[src/rtl/spi_slave_stream.sv]
// SPI target with all four SPI modes, configurable word width and back-to-back
// words per chip-select frame. RX and TX words move over valid/ready streams.
// Underrun, overrun and frame-end events are reported as one-cycle pulses.
//
// state   | meaning
// --------+-----------------------------------------------------------
// IDLE    | no frame; sclk ignored; waiting for an armed cs_n fall
// ACTIVE  | frame running; sample/shift on normalised sclk edges
module spi_slave_stream #(
    parameter int                DATA_W      = 8,
    parameter int                SYNC_STAGES = 2,
    parameter logic [DATA_W-1:0] FILL        = {DATA_W{1'b1}}
) (
    input  logic              clk_i,
    input  logic              rst_i,
    input  logic              sclk_i,
    input  logic              cs_n_i,
    input  logic              mosi_i,
    output logic              miso_o,
    output logic              miso_oe_o,
    input  logic [1:0]        mode_i,
    input  logic [DATA_W-1:0] tx_data_i,
    input  logic              tx_valid_i,
    output logic              tx_ready_o,
    output logic [DATA_W-1:0] rx_data_o,
    output logic              rx_valid_o,
    input  logic              rx_ready_i,
    output logic              tx_underrun_o,
    output logic              rx_overrun_o,
    output logic              frame_done_o,
    output logic              busy_o
);

    localparam int CNT_W = (DATA_W > 1) ? $clog2(DATA_W) : 1;
    localparam int FL_W  = $clog2(SYNC_STAGES + 2);
    localparam logic [CNT_W-1:0] LAST_BIT  = CNT_W'(DATA_W - 1);
    localparam logic [FL_W-1:0]  FLUSH_LEN = FL_W'(SYNC_STAGES + 1);

    typedef enum logic {
        ST_IDLE,
        ST_ACTIVE
    } state_t;

    logic [SYNC_STAGES-1:0] sclk_sync_q, cs_sync_q, mosi_sync_q;
    logic                   sclk_prev_q, cs_prev_q;

    state_t            state_q, state_d;
    logic              cpol_q, cpol_d;
    logic              cpha_q, cpha_d;
    logic [CNT_W-1:0]  bit_cnt_q, bit_cnt_d;
    logic [DATA_W-1:0] shift_in_q, shift_in_d;
    logic [DATA_W-1:0] shift_out_q, shift_out_d;
    logic [DATA_W-1:0] rx_data_q, rx_data_d;
    logic              rx_valid_q, rx_valid_d;
    logic [DATA_W-1:0] tx_buf_q, tx_buf_d;
    logic              tx_full_q, tx_full_d;
    logic              tx_underrun_q, tx_underrun_d;
    logic              rx_overrun_q, rx_overrun_d;
    logic              frame_done_q, frame_done_d;
    // A frame may only start once cs_n has been seen high after reset, so a
    // cs_n held low through reset cannot open a frame halfway through.
    logic              armed_q, armed_d;
    logic [FL_W-1:0]   flush_cnt_q, flush_cnt_d;

    logic              sclk_s, cs_s, mosi_s;
    logic              nclk, nclk_prev;
    logic              lead_edge, trail_edge, sample_edge, shift_edge;
    logic              cs_fall, cs_rise;
    logic              tx_load;
    logic [DATA_W-1:0] load_word;
    logic [DATA_W-1:0] rx_word;

    // Pin synchronisers plus one history flop for edge detection.
    always_ff @(posedge clk_i) begin
        if (rst_i) begin
            sclk_sync_q <= '0;
            cs_sync_q   <= '1;
            mosi_sync_q <= '0;
            sclk_prev_q <= 1'b0;
            cs_prev_q   <= 1'b1;
        end else begin
            sclk_sync_q <= {sclk_sync_q[SYNC_STAGES-2:0], sclk_i};
            cs_sync_q   <= {cs_sync_q[SYNC_STAGES-2:0], cs_n_i};
            mosi_sync_q <= {mosi_sync_q[SYNC_STAGES-2:0], mosi_i};
            sclk_prev_q <= sclk_s;
            cs_prev_q   <= cs_s;
        end
    end

    assign sclk_s = sclk_sync_q[SYNC_STAGES-1];
    assign cs_s   = cs_sync_q[SYNC_STAGES-1];
    assign mosi_s = mosi_sync_q[SYNC_STAGES-1];

    assign nclk        = sclk_s ^ cpol_q;
    assign nclk_prev   = sclk_prev_q ^ cpol_q;
    assign lead_edge   = nclk & ~nclk_prev;
    assign trail_edge  = ~nclk & nclk_prev;
    assign sample_edge = cpha_q ? trail_edge : lead_edge;
    assign shift_edge  = cpha_q ? lead_edge : trail_edge;
    assign cs_fall     = cs_prev_q & ~cs_s;
    assign cs_rise     = ~cs_prev_q & cs_s;

    assign load_word = tx_full_q ? tx_buf_q : FILL;
    assign rx_word   = {shift_in_q[DATA_W-2:0], mosi_s};

    // Frame FSM, shift datapath and stream handshakes.
    always_comb begin
        state_d       = state_q;
        cpol_d        = cpol_q;
        cpha_d        = cpha_q;
        bit_cnt_d     = bit_cnt_q;
        shift_in_d    = shift_in_q;
        shift_out_d   = shift_out_q;
        rx_data_d     = rx_data_q;
        rx_valid_d    = rx_valid_q;
        tx_buf_d      = tx_buf_q;
        tx_full_d     = tx_full_q;
        tx_underrun_d = 1'b0;
        rx_overrun_d  = 1'b0;
        frame_done_d  = 1'b0;
        tx_load       = 1'b0;
        flush_cnt_d   = (flush_cnt_q == '0) ? flush_cnt_q : flush_cnt_q - 1'b1;
        armed_d       = armed_q | ((flush_cnt_q == '0) & cs_s);

        if (rx_valid_q && rx_ready_i) begin
            rx_valid_d = 1'b0;
        end

        case (state_q)
            ST_IDLE: begin
                if (cs_fall && armed_q) begin
                    state_d   = ST_ACTIVE;
                    cpol_d    = mode_i[1];
                    cpha_d    = mode_i[0];
                    bit_cnt_d = '0;
                    if (!mode_i[0]) begin
                        tx_load     = 1'b1;
                        shift_out_d = load_word;
                    end else begin
                        shift_out_d = FILL;
                    end
                end
            end
            ST_ACTIVE: begin
                if (cs_rise) begin
                    state_d      = ST_IDLE;
                    frame_done_d = 1'b1;
                    bit_cnt_d    = '0;
                end else begin
                    if (sample_edge) begin
                        shift_in_d = rx_word;
                        if (bit_cnt_q == LAST_BIT) begin
                            bit_cnt_d = '0;
                            if (rx_valid_q && !rx_ready_i) begin
                                rx_overrun_d = 1'b1;
                            end else begin
                                rx_data_d  = rx_word;
                                rx_valid_d = 1'b1;
                            end
                        end else begin
                            bit_cnt_d = bit_cnt_q + 1'b1;
                        end
                    end
                    if (shift_edge) begin
                        if (bit_cnt_q == '0) begin
                            tx_load     = 1'b1;
                            shift_out_d = load_word;
                        end else begin
                            shift_out_d = {shift_out_q[DATA_W-2:0], 1'b0};
                        end
                    end
                end
            end
            default: state_d = ST_IDLE;
        endcase

        // The load sees the pre-write buffer state, so a same-cycle write
        // survives for the following load.
        if (tx_load) begin
            if (tx_full_q) begin
                tx_full_d = 1'b0;
            end else begin
                tx_underrun_d = 1'b1;
            end
        end
        if (tx_valid_i && !tx_full_q) begin
            tx_full_d = 1'b1;
            tx_buf_d  = tx_data_i;
        end
    end

    // State and datapath registers.
    always_ff @(posedge clk_i) begin
        if (rst_i) begin
            state_q       <= ST_IDLE;
            cpol_q        <= 1'b0;
            cpha_q        <= 1'b0;
            bit_cnt_q     <= '0;
            shift_in_q    <= '0;
            shift_out_q   <= '0;
            rx_data_q     <= '0;
            rx_valid_q    <= 1'b0;
            tx_buf_q      <= '0;
            tx_full_q     <= 1'b0;
            tx_underrun_q <= 1'b0;
            rx_overrun_q  <= 1'b0;
            frame_done_q  <= 1'b0;
            armed_q       <= 1'b0;
            flush_cnt_q   <= FLUSH_LEN;
        end else begin
            state_q       <= state_d;
            cpol_q        <= cpol_d;
            cpha_q        <= cpha_d;
            bit_cnt_q     <= bit_cnt_d;
            shift_in_q    <= shift_in_d;
            shift_out_q   <= shift_out_d;
            rx_data_q     <= rx_data_d;
            rx_valid_q    <= rx_valid_d;
            tx_buf_q      <= tx_buf_d;
            tx_full_q     <= tx_full_d;
            tx_underrun_q <= tx_underrun_d;
            rx_overrun_q  <= rx_overrun_d;
            frame_done_q  <= frame_done_d;
            armed_q       <= armed_d;
            flush_cnt_q   <= flush_cnt_d;
        end
    end

    assign busy_o        = (state_q == ST_ACTIVE);
    assign miso_oe_o     = busy_o;
    assign miso_o        = busy_o & shift_out_q[DATA_W-1];
    assign tx_ready_o    = ~tx_full_q;
    assign rx_data_o     = rx_data_q;
    assign rx_valid_o    = rx_valid_q;
    assign tx_underrun_o = tx_underrun_q;
    assign rx_overrun_o  = rx_overrun_q;
    assign frame_done_o  = frame_done_q;

endmodule

[config.mk]
export PLATFORM = sky130hd
export DESIGN_NAME = spi_slave_stream
export DESIGN_NICKNAME = d
export VERILOG_FILES = /design/src/rtl/spi_slave_stream.sv
export SDC_FILE = /design/constraint.sdc
export NUM_CORES = 1
export LEC_CHECK = 0
export ABC_AREA = 0
export BUFFER_PORTS_ARGS = -buffer_cell sky130_fd_sc_hd__buf_4
export CORE_ASPECT_RATIO = 0.75
export CORE_MARGIN = 2
export CORE_UTILIZATION = 40
export DETAILED_ROUTE_END_ITERATION = 10
export MAX_ROUTING_LAYER = met4
export PLACE_DENSITY = 0.69
export SLEW_MARGIN = 20
export SYNTH_ARGS = -nofsm -noshare
export SYNTH_HDL_FRONTEND = slang
export SYNTH_SLANG_ARGS = --single-unit
[constraint.sdc]
create_clock -name clk_i -period 4.63 [get_ports clk_i]
set_input_delay 0.926 -clock clk_i [delete_from_list [all_inputs] [get_ports clk_i]]
set_output_delay 0.926 -clock clk_i [all_outputs]
set_load 0.01 [all_outputs]
==> metrics.md <==
| Metric | Value |
|---|---|
| Most common cell after layout, fill and taps aside | `dfxtp_1` |
| Setup-failing EPs final | `0` |
| Worst hold stages | `1` |
| Final design area excluding fillers | `0.00260 mm2` |
| Largest family of logic cells by synthesized area | `simple AND/OR/NAND/NOR gates` |
| Sink Count | `53` |
| Area Growth Syn to Fin | `16.6%` |
| Pre-CTS WS | `2.40 ns` |
| Final hold vios | `0` |
| Placed cells | `332` |
| Most frequent cells in the layout | `dfxtp_1, buf_4, mux2i_1` |
| WL final | `4.27 mm` |
| Total power | `0.809 mW` |
| CTS root buf | `clkbuf_8` |
| RSZ-0062 raised after global routing | `no` |
| Die footprint | `0.00618 mm2` |
| Row cnt | `23` |
| Setup WS post-layout | `2.30 ns` |
| I/O pins | `33` |
| Outcome | `completed` |
| Clock buffer depth | `2` |
| Worst R2R Setup Slack | `2.71 ns` |
| Crit path cell chain | `inv_1 > nor2_1 > buf_4` |
| Clock transition at path regs | `0.09 ns` |
| Chip width | `90.1 um` |
| DR vias | `1686` |
| Max frequency | `430 MHz` |
| Mapped cell area | `0.00223 mm2` |
| H-Tree Depth | `2` |
| R2R depth | `4` |
| Yosys warnings | `0` |
| Filler cell count in the final layout | `548` |
| TritonCTS Buffers | `5` |
| Die height | `68.6 um` |
| Reg2reg end | `rx_data_o[0]` |
| CTS Hold Bufs | `0` |
| Register bit total from synthesis | `53` |
| Peak supply drop | `178 uV` |
| Hold Slack | `0.415 ns` |
| Final worst-path cycle share | `50.3%` |
| Worst Hold End | `cs_sync_q[1]` |
| Slew Limit Fails | `0` |
| Tmin final | `2.33 ns` |
| Drt drc | `0` |
| Overflow after GRT | `0` |
| Crit Path Category | `register to output pin` |
| RePlAce Congestion | `0.751` |
| Cells after Synth | `238` |
| TNS Setup | `0 ns` |
| Worst Tran Pin Value | `0.933 ns` |
| Pwr per Cell Area | `312 mW/mm2` |
| Yosys cell types | `38` |
| Reg-to-reg critical path startpoint | `cpha_q` |
| CTS tree | `yes` |
| Compound-Gate Fraction of Synth Area | `11.2%` |
| Post_cts resized | `0` |
| Required time of the critical path | `3.70 ns` |
| HP Class | `register to register` |
| Routed WL per cell | `12.6 um` |
| Initial Util | `41.6%` |
| CP Buf/Inv Count | `2` |
| Leak | `1.06 nW` |
| I/O Buffers | `32` |
| Register area share after synthesis | `47.7%` |
| Via density | `4.97` |
| Multiplexer area fraction after synthesis | `13.8%` |
| Synth area leaders | `dfxtp_1, mux2i_1, nand2_1` |
| GR Util All Layers | `14.8%` |
| Synthesized netlist net count | `259` |
| Worst hold start | `cs_sync_q[0]` |
| Simple-gate share of the synthesized area | `18.7%` |
| Slowest CP cell | `dfxtp_1` |
| Max-cap check violation count | `0` |
| Worst Skew | `0.00524 ns` |
| Core area | `0.00535 mm2` |
| Startpoint Class | `register` |
| CP max FO | `15` |
| Initial antenna violation count | `0` |
| Vias in the first global route | `1531` |
| Clk Latency, worst-skew pair | `0.30 ns` |
| Pre-antenna DRT Iters | `4` |
| First-pass GRT wire length | `7.13 mm` |
| Synth top area share | `47.7%` |
| DR iter-0 viols | `114` |
| Worst slew margin | `37.7%` |
| CP Capture Type | `output pin` |
| Nets | `285` |
| Share of layout cells above drive strength 1 | `18.2%` |
| Largest net degree at the start of global routing | `44` |
| XOR/XNOR Fraction of Synth Area | `1.12%` |
| Inserted Diodes | `0` |
| Arr. time, crit path | `1.40 ns` |
| Post-synthesis adder-cell area fraction | `2.25%` |
| Peak per-stage delay on the critical path | `0.64 ns` |
| Routed Antenna Nets | `0` |
| Placed Area | `0.00251 mm2` |
| Largest delay share family, worst path | `flip-flops` |
| Finished Layout Cells | `339` |
| Largest area contributor in the netlist | `dfxtp_1` |
| Post-CTS setup buffer count | `0` |
| Fin util | `48.5%` |
| Avg Synthesized Cell Area | `9.35 um2` |
| Placed wire-length estimate | `2.95 mm` |
[how the worst max path moves through the flow]
stage | depth (start not counted) | start | slack [ns] | to
5_1_grt | 3 | busy_o | 2.16 | miso_o
3_3_place_gp | 4 | tx_valid_i | 2.48 | tx_buf_q[6]
6_report | 3 | busy_o | 2.30 | miso_o
3_5_place_dp | 4 | tx_valid_i | 2.40 | tx_buf_q[7]
2_1_floorplan | 4 | tx_valid_i | 2.84 | tx_buf_q[7]
4_1_cts | 3 | busy_o | 2.30 | miso_o
[routing by layer]
| metal | vias up | track usage (%) | routed length (um) |
|---|---|---|---|
| li1 | 860 | - | - |
| met1 | 782 | 18.6 | 2110 |
| met2 | 39 | 23.9 | 1950 |
| met3 | 5 | 3.37 | 166 |
| met4 | 0 | 5.77 | 46 |
| met5 | - | - | 0 |
[registers in the layout, summed over array words and instances (netlist names)]
signal / count
rx_data_o: 8
shift_out_q: 8
tx_buf_q: 8
shift_in_q: 7
bit_cnt_q: 3
cs_sync_q: 2
flush_cnt_q: 2
mosi_sync_q: 2
sclk_sync_q: 2
armed_q: 1
busy_o: 1
cpha_q: 1
cpol_q: 1
cs_prev_q: 1
frame_done_o: 1
rx_overrun_o: 1
rx_valid_o: 1
sclk_prev_q: 1
tx_full_q: 1
tx_underrun_o: 1
[final cells by class]
type | count | area (um2) | share of cell area, %
multi-input cells | 155 | 1050 | 40.3
clock inverters | 1 | 7.51 | 0.289
well taps | 75 | 93.8 | 3.61
repair buffers | 32 | 240 | 9.25
clock buffers | 6 | 82.6 | 3.18
flip-flops and latches | 53 | 1060 | 40.9
inverters | 17 | 63.8 | 2.46
[power by group]
part           internal, mW  leakage [nW]  switching [mW]
combinational        0.0335         0.582          0.0338
sequential            0.470         0.431         0.00894
clock                 0.118        0.0433           0.145
[kinds of logic (layout without fill, tap and decap cells)]
family                     count (synthesis)  after routing
adders and majority gates                  4              4
xor gates and xnor gates                   2              2
DFF                                       53             53
buffers and inverters                     30             56
and+or+nand+nor                           81             81
muxes                                     30             30
AOI/OAI and AO/OA                         38             38
[worst register-to-register path: stages (launching register included)]
cell and delay, ns:
dfxtp_1 0.39, xor2_2 0.30, mux2_4 0.39, nor3_4 0.49, mux2i_1 0.28
[cells in the mapped netlist (all sizes together)]
cell,instances
o311ai,1
nand2,22
nor4b,1
nand2b,11
a21oi,15
nand4,1
a221oi,7
buf,3
nand3,8
inv,17
a41o,2
or2,3
o21ai,8
and4,1
nor3,3
or3,3
nor2,19
a22o,1
dfxtp,53
and4bb,1
and3b,1
a211oi,1
o32ai,1
nor2b,6
xor2,2
mux2,2
mux2i,28
clkbuf,10
o2111ai,1
a21o,1
and2,1
ha,4
Power figures use the tool's default switching activity.
